$ cat src/rtl/conv_pkg.sv
`default_nettype none
// ============================================================================
// Module      : conv_pkg
// Description : Shared types and constants for the conv_acc pass sequencer.
// Revision    : 1.0 - initial release
// ============================================================================
package conv_pkg;

    typedef enum logic [2:0] {
        IDLE  = 3'd0,
        START = 3'd1,
        RUN   = 3'd2,
        GAP   = 3'd3,
        DONE  = 3'd4
    } state_t;

    // Idle cycles between passes so conv_acc can turn its accumulators around
    localparam int GAP_CYCLES = 1;

endpackage
`default_nettype wire

$ cat src/rtl/conv_acc_sched_if.sv
`default_nettype none
// ============================================================================
// Module      : conv_acc_sched_if
// Description : Command, conv_acc control and status bundle of the scheduler.
//               CONV_ACC_SCHED_PERF_EN adds the perf counter outputs.
// Revision    : 1.0 - initial release
// ============================================================================
interface conv_acc_sched_if #(
    parameter int AW = 8,
    parameter int SW = 11,
    parameter int KW = 8
);
    logic          cmd_valid;
    logic          cmd_ready;
    logic [SW-1:0] cmd_size;
    logic [KW-1:0] cmd_nk;
    logic [AW-1:0] cmd_base;
    logic          acc_start;
    logic          acc_first_k;
    logic          acc_last_k;
    logic [SW-1:0] acc_size;
    logic [AW-1:0] acc_base2;
    logic          acc_m_valid;
    logic          acc_s_valid;
    logic          feed_en;
    logic [KW-1:0] pass_idx;
    logic          busy;
    logic          done;
    logic          err;
`ifdef CONV_ACC_SCHED_PERF_EN
    logic [31:0]   perf_cycles;
    logic [KW-1:0] perf_passes;

    modport master (
        output cmd_valid, cmd_size, cmd_nk, cmd_base, acc_m_valid, acc_s_valid,
        input  cmd_ready, acc_start, acc_first_k, acc_last_k, acc_size, acc_base2,
        input  feed_en, pass_idx, busy, done, err, perf_cycles, perf_passes
    );
    modport slave (
        input  cmd_valid, cmd_size, cmd_nk, cmd_base, acc_m_valid, acc_s_valid,
        output cmd_ready, acc_start, acc_first_k, acc_last_k, acc_size, acc_base2,
        output feed_en, pass_idx, busy, done, err, perf_cycles, perf_passes
    );
`else
    modport master (
        output cmd_valid, cmd_size, cmd_nk, cmd_base, acc_m_valid, acc_s_valid,
        input  cmd_ready, acc_start, acc_first_k, acc_last_k, acc_size, acc_base2,
        input  feed_en, pass_idx, busy, done, err
    );
    modport slave (
        input  cmd_valid, cmd_size, cmd_nk, cmd_base, acc_m_valid, acc_s_valid,
        output cmd_ready, acc_start, acc_first_k, acc_last_k, acc_size, acc_base2,
        output feed_en, pass_idx, busy, done, err
    );
`endif
endinterface
`default_nettype wire

$ cat src/rtl/conv_acc_beat_cnt.sv
`default_nettype none
// ============================================================================
// Module      : conv_acc_beat_cnt
// Description : Loadable W-bit beat counter; wraps to 0 on an enabled beat at term.
// Revision    : 1.0 - initial release
// ============================================================================
module conv_acc_beat_cnt #(
    parameter int W = 11
) (
    input  wire         clk,
    input  wire         rst,
    input  wire         load,
    input  wire [W-1:0] load_val,
    input  wire         en,
    input  wire [W-1:0] term,
    output logic        at_term
);

    logic [W-1:0] r_cnt;

    always_ff @(posedge clk) begin
        if (rst) begin
            r_cnt <= '0;
        end else if (load) begin
            r_cnt <= load_val;
        end else if (en) begin
            r_cnt <= at_term ? '0 : r_cnt + W'(1);
        end
    end

    assign at_term = (r_cnt == term);

endmodule
`default_nettype wire

$ cat src/rtl/conv_acc_sched.sv
`default_nettype none
// ============================================================================
// Module      : conv_acc_sched
// Description : Pass sequencer for conv_acc: one start per input-channel pass,
//               beat counting for pass completion. Option: CONV_ACC_SCHED_PERF_EN.
// Revision    : 1.0 - initial release
// ============================================================================
module conv_acc_sched
    import conv_pkg::*;
#(
    parameter int AW = 8,
    parameter int SW = 11,
    parameter int KW = 8
) (
    input wire              clk,
    input wire              rst,
    conv_acc_sched_if.slave bus
);

    state_t        r_state;
    state_t        w_next;
    logic          r_first_k;
    logic          r_last_k;
    logic [SW-1:0] r_acc_size;
    logic [AW-1:0] r_acc_base2;
    logic [KW-1:0] r_pass_idx;
    logic [KW-1:0] r_nk;
    logic [3:0]    r_gap_cnt;
    logic          r_err;

    logic          w_accept;
    logic          w_size_zero;
    logic [KW-1:0] w_nk_eff;
    logic          w_beat;
    logic          w_run_beat;
    logic          w_at_term;
    logic          w_pass_end;
    logic          w_gap_end;
    logic [KW-1:0] w_pass_nxt;

    assign w_accept    = bus.cmd_valid && (r_state == IDLE);
    assign w_size_zero = (bus.cmd_size == '0);
    assign w_nk_eff    = (bus.cmd_nk == '0) ? KW'(1) : bus.cmd_nk;
    // Only the valid matching the pass type counts; the other is ignored
    assign w_beat      = r_last_k ? bus.acc_s_valid : bus.acc_m_valid;
    assign w_run_beat  = (r_state == RUN) && w_beat;
    assign w_pass_end  = w_run_beat && w_at_term;
    assign w_gap_end   = (r_gap_cnt == 4'(GAP_CYCLES - 1));
    assign w_pass_nxt  = r_pass_idx + KW'(1);

    conv_acc_beat_cnt #(
        .W (SW)
    ) u_beat_cnt (
        .clk      (clk),
        .rst      (rst),
        .load     (r_state != RUN),
        .load_val ('0),
        .en       (w_run_beat),
        .term     (r_acc_size - SW'(1)),
        .at_term  (w_at_term)
    );

    always_ff @(posedge clk) begin
        if (rst) begin
            r_state <= IDLE;
        end else begin
            r_state <= w_next;
        end
    end

    always_comb begin
        w_next = r_state;
        case (r_state)
            IDLE:    if (w_accept) w_next = w_size_zero ? DONE : START;
            START:   w_next = RUN;
            RUN:     if (w_pass_end) w_next = r_last_k ? DONE : GAP;
            GAP:     if (w_gap_end) w_next = START;
            DONE:    w_next = IDLE;
            default: w_next = IDLE;
        endcase
    end

    always_comb begin
        bus.cmd_ready = 1'b0;
        bus.acc_start = 1'b0;
        bus.feed_en   = 1'b0;
        bus.busy      = 1'b1;
        bus.done      = 1'b0;
        case (r_state)
            IDLE: begin
                bus.cmd_ready = 1'b1;
                bus.busy      = 1'b0;
            end
            START:   bus.acc_start = 1'b1;
            RUN:     bus.feed_en   = 1'b1;
            DONE:    bus.done      = 1'b1;
            default: ;
        endcase
    end

    // Pass descriptors only move on entry to START so conv_acc sees them stable
    always_ff @(posedge clk) begin
        if (rst) begin
            r_nk        <= '0;
            r_pass_idx  <= '0;
            r_first_k   <= 1'b0;
            r_last_k    <= 1'b0;
            r_acc_size  <= '0;
            r_acc_base2 <= '0;
        end else if ((r_state == IDLE) && (w_next == START)) begin
            r_nk        <= w_nk_eff;
            r_pass_idx  <= '0;
            r_first_k   <= 1'b1;
            r_last_k    <= (w_nk_eff == KW'(1));
            r_acc_size  <= bus.cmd_size;
            r_acc_base2 <= bus.cmd_base;
        end else if ((r_state == GAP) && (w_next == START)) begin
            r_pass_idx  <= w_pass_nxt;
            r_first_k   <= 1'b0;
            r_last_k    <= (w_pass_nxt == r_nk - KW'(1));
        end else if (w_next == IDLE) begin
            r_nk        <= '0;
            r_pass_idx  <= '0;
            r_first_k   <= 1'b0;
            r_last_k    <= 1'b0;
            r_acc_size  <= '0;
            r_acc_base2 <= '0;
        end
    end

    always_ff @(posedge clk) begin
        if (rst || (r_state != GAP)) begin
            r_gap_cnt <= '0;
        end else begin
            r_gap_cnt <= r_gap_cnt + 4'd1;
        end
    end

    always_ff @(posedge clk) begin
        if (rst) begin
            r_err <= 1'b0;
        end else if ((bus.acc_m_valid || bus.acc_s_valid) && (r_state != RUN)) begin
            r_err <= 1'b1;
        end
    end

    assign bus.acc_first_k = r_first_k;
    assign bus.acc_last_k  = r_last_k;
    assign bus.acc_size    = r_acc_size;
    assign bus.acc_base2   = r_acc_base2;
    assign bus.pass_idx    = r_pass_idx;
    assign bus.err         = r_err;

`ifdef CONV_ACC_SCHED_PERF_EN
    logic [31:0]   r_perf_cycles;
    logic [KW-1:0] r_perf_passes;

    always_ff @(posedge clk) begin
        if (rst || w_accept) begin
            r_perf_cycles <= '0;
            r_perf_passes <= '0;
        end else begin
            if ((r_state != IDLE) && (r_perf_cycles != '1)) begin
                r_perf_cycles <= r_perf_cycles + 32'd1;
            end
            if (w_pass_end && (r_perf_passes != '1)) begin
                r_perf_passes <= r_perf_passes + KW'(1);
            end
        end
    end

    assign bus.perf_cycles = r_perf_cycles;
    assign bus.perf_passes = r_perf_passes;
`endif

endmodule
`default_nettype wire

$ cat src/flat_wrapper.sv
// flat-port wrapper written by rule: the top's interface ports become plain ports
module conv_acc_sched_flat import conv_pkg::*;
#(
    parameter int AW = 8,
    parameter int SW = 11,
    parameter int KW = 8
)
  (clk, rst, bus_cmd_valid, bus_cmd_size, bus_cmd_nk, bus_cmd_base, bus_acc_m_valid, bus_acc_s_valid, bus_cmd_ready, bus_acc_start, bus_acc_first_k, bus_acc_last_k, bus_acc_size, bus_acc_base2, bus_feed_en, bus_pass_idx, bus_busy, bus_done, bus_err);
  conv_acc_sched_if #(.AW(AW), .SW(SW), .KW(KW)) bus_i ();
  input wire clk;
  input wire rst;
  input wire logic [$bits(bus_i.cmd_valid)-1:0] bus_cmd_valid;
  input wire logic [$bits(bus_i.cmd_size)-1:0] bus_cmd_size;
  input wire logic [$bits(bus_i.cmd_nk)-1:0] bus_cmd_nk;
  input wire logic [$bits(bus_i.cmd_base)-1:0] bus_cmd_base;
  input wire logic [$bits(bus_i.acc_m_valid)-1:0] bus_acc_m_valid;
  input wire logic [$bits(bus_i.acc_s_valid)-1:0] bus_acc_s_valid;
  output wire logic [$bits(bus_i.cmd_ready)-1:0] bus_cmd_ready;
  output wire logic [$bits(bus_i.acc_start)-1:0] bus_acc_start;
  output wire logic [$bits(bus_i.acc_first_k)-1:0] bus_acc_first_k;
  output wire logic [$bits(bus_i.acc_last_k)-1:0] bus_acc_last_k;
  output wire logic [$bits(bus_i.acc_size)-1:0] bus_acc_size;
  output wire logic [$bits(bus_i.acc_base2)-1:0] bus_acc_base2;
  output wire logic [$bits(bus_i.feed_en)-1:0] bus_feed_en;
  output wire logic [$bits(bus_i.pass_idx)-1:0] bus_pass_idx;
  output wire logic [$bits(bus_i.busy)-1:0] bus_busy;
  output wire logic [$bits(bus_i.done)-1:0] bus_done;
  output wire logic [$bits(bus_i.err)-1:0] bus_err;
  assign bus_i.cmd_valid = bus_cmd_valid;
  assign bus_i.cmd_size = bus_cmd_size;
  assign bus_i.cmd_nk = bus_cmd_nk;
  assign bus_i.cmd_base = bus_cmd_base;
  assign bus_i.acc_m_valid = bus_acc_m_valid;
  assign bus_i.acc_s_valid = bus_acc_s_valid;
  assign bus_cmd_ready = bus_i.cmd_ready;
  assign bus_acc_start = bus_i.acc_start;
  assign bus_acc_first_k = bus_i.acc_first_k;
  assign bus_acc_last_k = bus_i.acc_last_k;
  assign bus_acc_size = bus_i.acc_size;
  assign bus_acc_base2 = bus_i.acc_base2;
  assign bus_feed_en = bus_i.feed_en;
  assign bus_pass_idx = bus_i.pass_idx;
  assign bus_busy = bus_i.busy;
  assign bus_done = bus_i.done;
  assign bus_err = bus_i.err;
  conv_acc_sched #(.AW(AW), .SW(SW), .KW(KW)) u_core (.clk(clk), .rst(rst), .bus(bus_i));
endmodule
$ cat config.mk
export PLATFORM = sky130hd
export DESIGN_NAME = conv_acc_sched_flat
export DESIGN_NICKNAME = d
export VERILOG_FILES = /design/src/rtl/conv_pkg.sv /design/src/rtl/conv_acc_sched_if.sv /design/src/rtl/conv_acc_beat_cnt.sv /design/src/rtl/conv_acc_sched.sv /design/src/flat_wrapper.sv
export SDC_FILE = /design/constraint.sdc
export NUM_CORES = 1
export LEC_CHECK = 0
export ABC_AREA = 1
export CORE_ASPECT_RATIO = 1.2
export CORE_MARGIN = 5
export CORE_UTILIZATION = 40
export CTS_CLUSTER_DIAMETER = 150
export DETAILED_ROUTE_END_ITERATION = 10
export PLACE_DENSITY = 0.68
export SLEW_MARGIN = 10
export SYNTH_ARGS = -nofsm -noshare
export SYNTH_HDL_FRONTEND = slang
export SYNTH_SLANG_ARGS = --single-unit
$ cat constraint.sdc
create_clock -name clk -period 4.19 [get_ports clk]
set_input_delay 1.257 -clock clk [delete_from_list [all_inputs] [get_ports clk]]
set_output_delay 1.257 -clock clk [all_outputs]
set_load 0.005 [all_outputs]
Yosys cells after proc, flatten, opt, wreduce, memory -nomap -nowiden --
Cells that the tools add are included.
Storage, ports and cells: bits in read-only memories 0, bits in registers 56, latch bits 0, memory bits (writable) 0, logic and storage cells 72, output and inout bits 35, memories kept 0
Operators by class: equality and inequality tests 11, shift operators 0, reductions and logical operators 19, mux-type cells 27, bitwise operators 0, multipliers 0, add/subtract/negate cells 5, div/mod/pow operators 0, order comparisons 0
Operators with widths (number):
- $mux 8 | 6
- $mux 11 | 4
- $mux 3 | 5
- $pmux 3 s4 | 1
- $add 11x1->11 const B | 1
- $eq 11x11->1 | 1
- $logic_not 11->1 | 1
- $mux 1 | 11
- $sub 11x1->11 const B | 1
- $add 8x1->8 const B | 1
- $eq 8x1->1 const B | 1
- $eq 8x8->1 | 1
- $logic_not 8->1 | 1
- $sub 8x1->8 const B | 1
- $eq 3x1->1 const B | 2
- $eq 3x2->1 const B | 2
- $logic_and 1x1->1 | 6
- $logic_not 3->1 | 2
- $ne 3x2->1 const B | 2
- $add 4x1->4 const B | 1
- $logic_not 4->1 | 1
- $reduce_bool 2->1 | 2
- $reduce_or 2->1 | 2
- $eq 3x3->1 const B | 1
- other kinds (4) | 5

Logic depth before layout (Yosys ltp) --
Gate-level depths: netlist of the first run.
depth in word-level cells 9, mapped depth 16, depth with buffers taken out 16

Cells and area by module --
A second synthesis of the first run with hierarchy kept.
Second synthesis, totals: cells, all modules 500, area, all modules 3485.8 µm²
Modules (own cells, without submodules):
- conv_acc_sched | seq. area each 900.9 µm², cells an instance 364, area an instance 2537.4 µm², times used 1
- conv_acc_beat_cnt | seq. area each 220.2 µm², cells an instance 136, area an instance 948.4 µm², times used 1

Least setup slack after synthesis of the first run --
No wires, ideal clock.
path kind input -> register, from in bus_cmd_size[1], to reg u_core.r_acc_size[1] (netlist: u_core.bus.acc_size[1]), stages on the path 11, data required time 4.048 ns, buffers on the path 1, data arrival time 2.521 ns, path slack 1.527 ns, cell sequence nor4_1 > nand3_1 > nor2_1 > nor2_1 > nor2_1 > nand2_4 > inv_4 > nand2_8 > buf_12 > nand3_1 > a21oi_2
Between the ends: word-level cells in the longest chain between the ends 8, elaborated cells between the ends (all ways) 12, classes of those cells 2 x eq/ne; 4 x mux; 6 x reduce/logical
RTL lines:
- start: declaration | line flat_wrapper.sv:13 | input wire logic [$bits(bus_i.cmd_size)-1:0] bus_cmd_size;
- $logic_not 11->1 | line conv_acc_sched.sv:42 | assign w_size_zero = (bus.cmd_size == '0);
- $mux 3 (2 in a row) | line conv_acc_sched.sv:74 | IDLE: if (w_accept) w_next = w_size_zero ? DONE : START;
- $pmux 3 s4 | line conv_acc_sched.sv:73 | case (r_state)
- $eq 3x1->1 | line conv_acc_sched.sv:110, conv_acc_sched.sv:117
- $logic_and 1x1->1, on equally long branches | line conv_acc_sched.sv:117, conv_acc_sched.sv:110
- $ne 2x1->1 (no line) or $reduce_bool 2->1 (tied branches)
- $reduce_and 2->1 (no line)
- end signal: assignment | line conv_acc_sched.sv:115 | r_acc_size <= bus.cmd_size;
- end: declaration | line conv_acc_sched.sv:24 | logic [SW-1:0] r_acc_size;
Several ways; a longest one is shown, not always the timed one. A chain may end at the register's enable or synchronous reset.

Final worst setup path of the first run --
from in bus_cmd_size[1], to reg u_core.r_nk[7]
Between the ends: word-level cells in the longest chain between the ends 8, elaborated cells between the ends (all ways) 12, classes of those cells 2 x eq/ne; 4 x mux; 6 x reduce/logical
RTL lines:
- $logic_not 11->1 * | line conv_acc_sched.sv:42
- $mux 3 * (2 in a row) | line conv_acc_sched.sv:74
- $pmux 3 s4 * | line conv_acc_sched.sv:73
- $eq 3x1->1 | line conv_acc_sched.sv:110, conv_acc_sched.sv:117
- $logic_and 1x1->1, on equally long branches | line conv_acc_sched.sv:117, conv_acc_sched.sv:110
- $ne 2x1->1 (no line) or $reduce_bool 2->1 (tied branches)
- $reduce_and 2->1 (no line)
- end signal: assignment | line conv_acc_sched.sv:111 | r_nk <= w_nk_eff;
- end: declaration | line conv_acc_sched.sv:27 | logic [KW-1:0] r_nk;
Every way passes the cells marked *; elsewhere a longest branch is shown, timed or not.

==> results.toml, run 1 <==
[synth]
ys_ff_latch = 56
ys_types = 35
synth_top_family_by_area = "simple AND/OR/NAND/NOR gates"
synth_warnings = 0
synthAdderAreaFrac_pct = 2.25
synth-seq-area-share_pct = 33.5
avgSynthCellArea_um2 = 7.24
synthCells = 462
synth_xor_xnor_area_share_pct = 7.00
synth_fp_nets = 500
netlist_area_mm2 = 0.00334
synth_mux_area_share_pct = 0
synth-simple-area-share_pct = 38.0
synth_compound_area_share_pct = 9.58

[critical_path]
worst_setup_path_end_kind = "flip-flop"
start_kind = "input port"
cpPeakStageDelay_ns = 0.54
critPathKind = "in2reg"
cp_data_arrival_time_ns = 3.46
worst_path_max_delay_cell = "nor4_1"
required_ns = 4.37
cp_cell_sequence = "clkdlybuf4s50_1 -> nor4_1 -> nand3_1 -> nor2_1 -> nor2_2 -> nor2_1 -> nand2_4 -> inv_4 -> nand2_8 -> nand3_1 -> a21oi_1"
cp_max_fo = 27
crit_family = "simple AND/OR/NAND/NOR gates"
cp_num_buf_inv = 2

[clock_network]
clk_latency_ns = 0.31
clk_pin_slew_ns = 0.10
cts_buffer_depth = 2
cts_max_level = 2
cts_num_sinks = 56
holdBufCountCts = 0
cts_setup_buffers = 0
cts_resized = 0
cts_tree = "built"
cts_buffers = 5
ctsRootBufferMaster = "clkbuf_8"

[power_and_ir_drop]
ir_drop_uv = 171
p_leak_nw = 1.66
cellPowerDensity_mw_per_mm2 = 285

[route]
vias = 3146
routed_via_density = 4.91
first_pass_iters = 4
dr.first_iter.drc_count = 120
ant_nets = 0
drcViolationCount = 0
wl_per_cell_um = 12.7
wl_mm = 8.14

[global_routing]
antenna_found_initial = 0
grt_pass1_vias = 3027
globalRouteOverflowTotal = 0
grt_pass1_wl_mm = 13.7
grt_use_total_pct = 16.4
grt_start_max_net_pins = 34

[placement]
port_buffers = 66
dpl_cell_area_mm2 = 0.00410
dp_hpwl_mm = 6.43
gp_congestion = 0.837

[timing]
slew_viol_final = 0
slew_headroom_pct = 41.5
setup_viol = 0
fin_skew_ns = 0.00838
max_freq_mhz = 305
worst_pin_slew_ns = 0.875
period_share_pct = 78.3
tns_ns = 0
hold_violations = 0
rsz0062_at_grt = "no"
period_needed_ns = 3.28

[floorplanning]
die_w_um = 93.5
core-area_mm2 = 0.00815
ios = 67
rows = 36
fp.dieH_um = 110
start_util_pct = 41.0
die-area_mm2 = 0.0103

[run_status]
status = "finished, final reports clean"

[final_layout]
n_fill_cell = 795
nets = 565
final_design_area_no_fill_mm2 = 0.00418
syn_to_final_growth_pct = 25.0
diodes = 0
drive_gt1_share_pct = 12.7

[hold_path]
hold_class = "reg2reg"

[run]
drv_cap = 0
report_power, final:
part | leakage [nW] | switching (mW) | internal [mW] | total, mW
Combinational | 1.17 | 0.186 | 0.135 | 0.320
Clock | 0.0400 | 0.180 | 0.114 | 0.294
Sequential | 0.456 | 0.0228 | 0.552 | 0.575
Total | 1.66 | 0.389 | 0.801 | 1.19
sequential cells by signal, indices dropped and copies added (netlist names):
register / count
u_core.bus.acc_first_k: 1
u_core.r_gap_cnt: 4
u_core.u_beat_cnt.r_cnt: 11
u_core.bus.acc_size: 11
u_core.bus.err: 1
u_core.r_nk: 8
u_core.bus.acc_last_k: 1
u_core.bus.pass_idx: 8
u_core.r_state: 3
u_core.bus.acc_base2: 8
worst register-to-register path, delay by kind of cell (launching register included):
family | cells | cell delay [ns]
and+or+nand+nor | 10 | 1.21
AOI/OAI and AO/OA | 1 | 0.45
DFF | 1 | 0.43
adders and majority gates | 1 | 0.32
buffers and inverters | 3 | 0.19
final timing paths:
| check | start | to | slack (ns) | cells past startpoint |
|---|---|---|---|---|
| worst min-delay path | u_core.r_gap_cnt[0] | u_core.r_gap_cnt[0] | 0.46 | 1 |
| worst max register to register | u_core.bus.acc_size[0] | u_core.bus.acc_last_k | 1.54 | 15 |
| worst min register to register | u_core.r_gap_cnt[0] | u_core.r_gap_cnt[0] | 0.46 | 1 |
| worst max-delay path | bus_cmd_size[1] | u_core.r_nk[7] | 0.91 | 11 |
cell families after synthesis:
logic type / count (synthesis)
AOI/OAI and AO/OA: 49
adders and majority gates: 6
and+or+nand+nor: 252
DFF: 56
xor gates and xnor gates: 25
buffers and inverters: 74
cell type report:
class / count / area, um2 / area share (%)
multi-input combinational: 332 / 1900 / 45.5
sequential: 56 / 1120 / 26.8
timing repair buffer: 71 / 698 / 16.7
inverter: 61 / 234 / 5.60
tap: 114 / 143 / 3.41
clock buffer: 5 / 68.8 / 1.65
clock inverter: 2 / 12.5 / 0.299
layout by cell type, fill, tap and decap left out, types with 6 or more instances in the layout:
master / synthesis / layout
a21oi_2: 15 / 15
nor2_1: 48 / 47
inv_1: 56 / 56
xor2_1: 16 / 16
nand3_2: 19 / 19
nor3_1: 8 / 8
nor2_2: 5 / 6
ha_1: 6 / 6
clkdlybuf4s50_1: 0 / 66
xnor2_1: 8 / 8
dfxtp_1: 56 / 56
nand2_1: 109 / 109
nand4_1: 12 / 12
nand3_1: 32 / 32
a21oi_1: 25 / 25
synth_stat cells:
cell | number | area, um2
inv_1 | 56 | 210
xor3_1 | 1 | 23.8
o21ai_4 | 1 | 16.3
buf_2 | 2 | 10.0
nand2_1 | 109 | 409
clkbuf_1 | 8 | 30.0
o21a_1 | 1 | 7.51
nand3_2 | 19 | 190
or4_1 | 1 | 7.51
a21oi_2 | 15 | 131
a31o_2 | 1 | 8.76
buf_12 | 2 | 40.0
nor3b_1 | 4 | 30.0
ha_1 | 6 | 75.1
nor2_1 | 48 | 180
or2_2 | 1 | 6.26
buf_4 | 1 | 7.51
inv_4 | 2 | 12.5
nand3b_1 | 2 | 15.0
inv_2 | 3 | 11.3
nand2_4 | 1 | 11.3
dfxtp_1 | 56 | 1120
nor4_1 | 4 | 25.0
xnor2_1 | 8 | 70.1
nor3_1 | 8 | 40.0
nor2_2 | 5 | 31.3
nand2_8 | 1 | 20.0
o21ai_0 | 5 | 25.0
xor2_1 | 16 | 140
nand4_2 | 3 | 37.5
nand3_1 | 32 | 160
nand4_1 | 12 | 75.1
a21oi_1 | 25 | 125
nor3_4 | 2 | 32.5
o22ai_1 | 1 | 6.26
routing by layer:
layer	global-route usage, %	share of wire (%)	up-vias
met4	3.56	1.3	0
met2	30.0	52	57
li1	-	-	1614
met3	3.12	3.0	11
met5	0	0	-
met1	19.9	44	1464
per-stage QoR:
step           util, %  setup WS [ns]  hold slack (ns)  instances  power [mW]
6_report          51.3          0.909            0.456        641        1.19
5_1_grt           51.3          0.776            0.484        641        1.26
4_1_cts           51.3          0.842            0.462        641        1.20
3_5_place_dp      50.3          0.507            0.441        634       0.909
3_3_place_gp      50.3          0.518            0.429        634       0.903
2_1_floorplan        -           1.53            0.417        462       0.804
Note: power is estimated with default switching activity, not from simulation.
==> run 2: changes to the inputs <==
--- a/config.mk
+++ b/config.mk
@@ -11,7 +11,7 @@
 export CORE_UTILIZATION = 40
 export CTS_CLUSTER_DIAMETER = 150
 export DETAILED_ROUTE_END_ITERATION = 10
-export PLACE_DENSITY = 0.68
+export PLACE_DENSITY = 0.7
 export SLEW_MARGIN = 10
 export SYNTH_ARGS = -nofsm -noshare
 export SYNTH_HDL_FRONTEND = slang
==> constraint.sdc (replaced) <==
create_clock -name clk -period 3.01 [get_ports clk]
set_input_delay 0.903 -clock clk [delete_from_list [all_inputs] [get_ports clk]]
set_output_delay 0.903 -clock clk [all_outputs]
set_load 0.005 [all_outputs]
==> results.toml, run 2 (synthesis gave the netlist of run 1 again) <==
[run_status]
status = "finished, final reports clean"

[critical_path]
cpPeakStageDelay_ns = 0.43
worst_path_max_delay_cell = "clkdlybuf4s50_1"
cp_cell_sequence = "clkdlybuf4s50_1 -> nor4_1 -> buf_4 -> nand3_1 -> nor2_1 -> nor2_2 -> nor2_1 -> nand2_4 -> inv_4 -> nand2_8 -> nand3_1 -> a21oi_1"
worst_setup_path_end_kind = "flip-flop"
cp_max_fo = 27
critPathKind = "in2reg"
start_kind = "input port"
cp_data_arrival_time_ns = 2.87
required_ns = 3.19

[timing]
rsz0062_at_grt = "no"
slew_viol_final = 0
max_freq_mhz = 372
worst_pin_slew_ns = 0.485
hold_violations = 0
tns_ns = 0
period_needed_ns = 2.69
fin_skew_ns = 0.00933
setup_viol = 0
period_share_pct = 89.3
hold-worst-slack_ns = 0.451
slew_headroom_pct = 67.6

[final_layout]
layout_common_cells = "nand2_1 (109), clkdlybuf4s50_1 (66), inv_1 (56), dfxtp_1 (56), nor2_1 (47)"
fin_cells = 645
syn_to_final_growth_pct = 26.8
nets = 569
diodes = 0
final_design_area_no_fill_mm2 = 0.00424
final_common_cell = "nand2_1"
drive_gt1_share_pct = 13.4

[power_and_ir_drop]
power.internal_mw = 1.17
swShare_pct = 31.6
p_seq_share_pct = 46.9
cellPowerDensity_mw_per_mm2 = 403
ir_drop_uv = 239
power.share.clock_pct = 26.5
p_leak_nw = 1.70
comb_power_share_pct = 26.6
power.total_mw = 1.71
p_sw_mw = 0.541

[floorplanning]
die-area_mm2 = 0.0103
fp.dieH_um = 110
ios = 67
core-area_mm2 = 0.00815
rows = 36
die_w_um = 93.5
start_util_pct = 41.0

[run]
drv_cap = 0

[placement]
dp_hpwl_mm = 6.43
dp_cells = 638
port_buffers = 66
gp_congestion = 0.881
dpl_cell_area_mm2 = 0.00414

[global_routing]
grt_start_max_net_pins = 34
globalRouteOverflowTotal = 0
grt_pass1_vias = 3179
antenna_found_initial = 0
grt_pass1_wl_mm = 14.3
grt_use_total_pct = 17.1

[route]
vias = 3141
ant_nets = 0
dr_wl_met3_um = 353
drcViolationCount = 0
dr.first_iter.drc_count = 152
drt-met1-wl_mm = 3.66
first_pass_iters = 5
wl_mm = 8.30
wl_per_cell_um = 12.9
routed.top_layer = "met4"
wl_met2_mm = 4.23
routed_via_density = 4.87

[clock_network]
cts_buffers = 5
cts_num_sinks = 56
cts_tree = "built"
clk_pin_slew_ns = 0.10
cts_setup_buffers = 0
cts_buffer_depth = 2
ctsRootBufferMaster = "clkbuf_8"
clk_latency_ns = 0.31
holdBufCountCts = 0
cts_resized = 0
cts_max_level = 2

[hold_path]
hold_class = "reg2reg"
run 2: worst max-delay path, delay by kind of cell:
kind	cells	cell delay, ns
AND/OR/NAND/NOR	8	1.19
buffers and inverters	3	0.71
AO/OA/AOI/OAI	1	0.06
run 2: routing by layer:
metal | global-route usage [%] | vias to the layer above
met5 | 0 | -
met4 | 3.56 | 0
met3 | 3.26 | 5
met2 | 31.0 | 59
met1 | 21.0 | 1448
li1 | - | 1629
run 2: final timing paths:
check	startpoint	end	slack (ns)	cells after the start
setup reg to reg	u_core.bus.acc_size[0]	u_core.r_nk[6]	0.57	15
hold reg to reg	u_core.r_gap_cnt[0]	u_core.r_gap_cnt[0]	0.45	1
hold / removal	u_core.r_gap_cnt[0]	u_core.r_gap_cnt[0]	0.45	1
setup / recovery	bus_cmd_size[0]	u_core.r_nk[7]	0.32	12
run 2: layout make-up:
| type | count | area (um2) |
|---|---|---|
| clock buffer | 7 | 96.3 |
| fill | 818 | 3920 |
| inverter | 61 | 234 |
| multi-input combinational | 332 | 1900 |
| sequential | 56 | 1120 |
| tap | 114 | 143 |
| timing repair buffer | 75 | 741 |
run 2: metrics by stage:
| stage | utilization [%] | setup slack [ns] |
|---|---|---|
| after floorplan | - | 0.701 |
| after global placement | 50.8 | -0.00245 |
| after global routing | 52.0 | 0.112 |
| after detailed placement | 50.8 | -0.0548 |
| final | 52.0 | 0.322 |
| after CTS | 52.0 | 0.283 |
run 2: power by group through the flow:
stage          Combinational, mW  Clock (mW)  Sequential (mW)
2_1_floorplan              0.307           0            0.812
6_report                   0.455       0.452            0.801
5_1_grt                    0.506       0.507            0.807
3_5_place_dp               0.457           0            0.819
3_3_place_gp               0.448           0            0.818
4_1_cts                    0.459       0.472            0.802
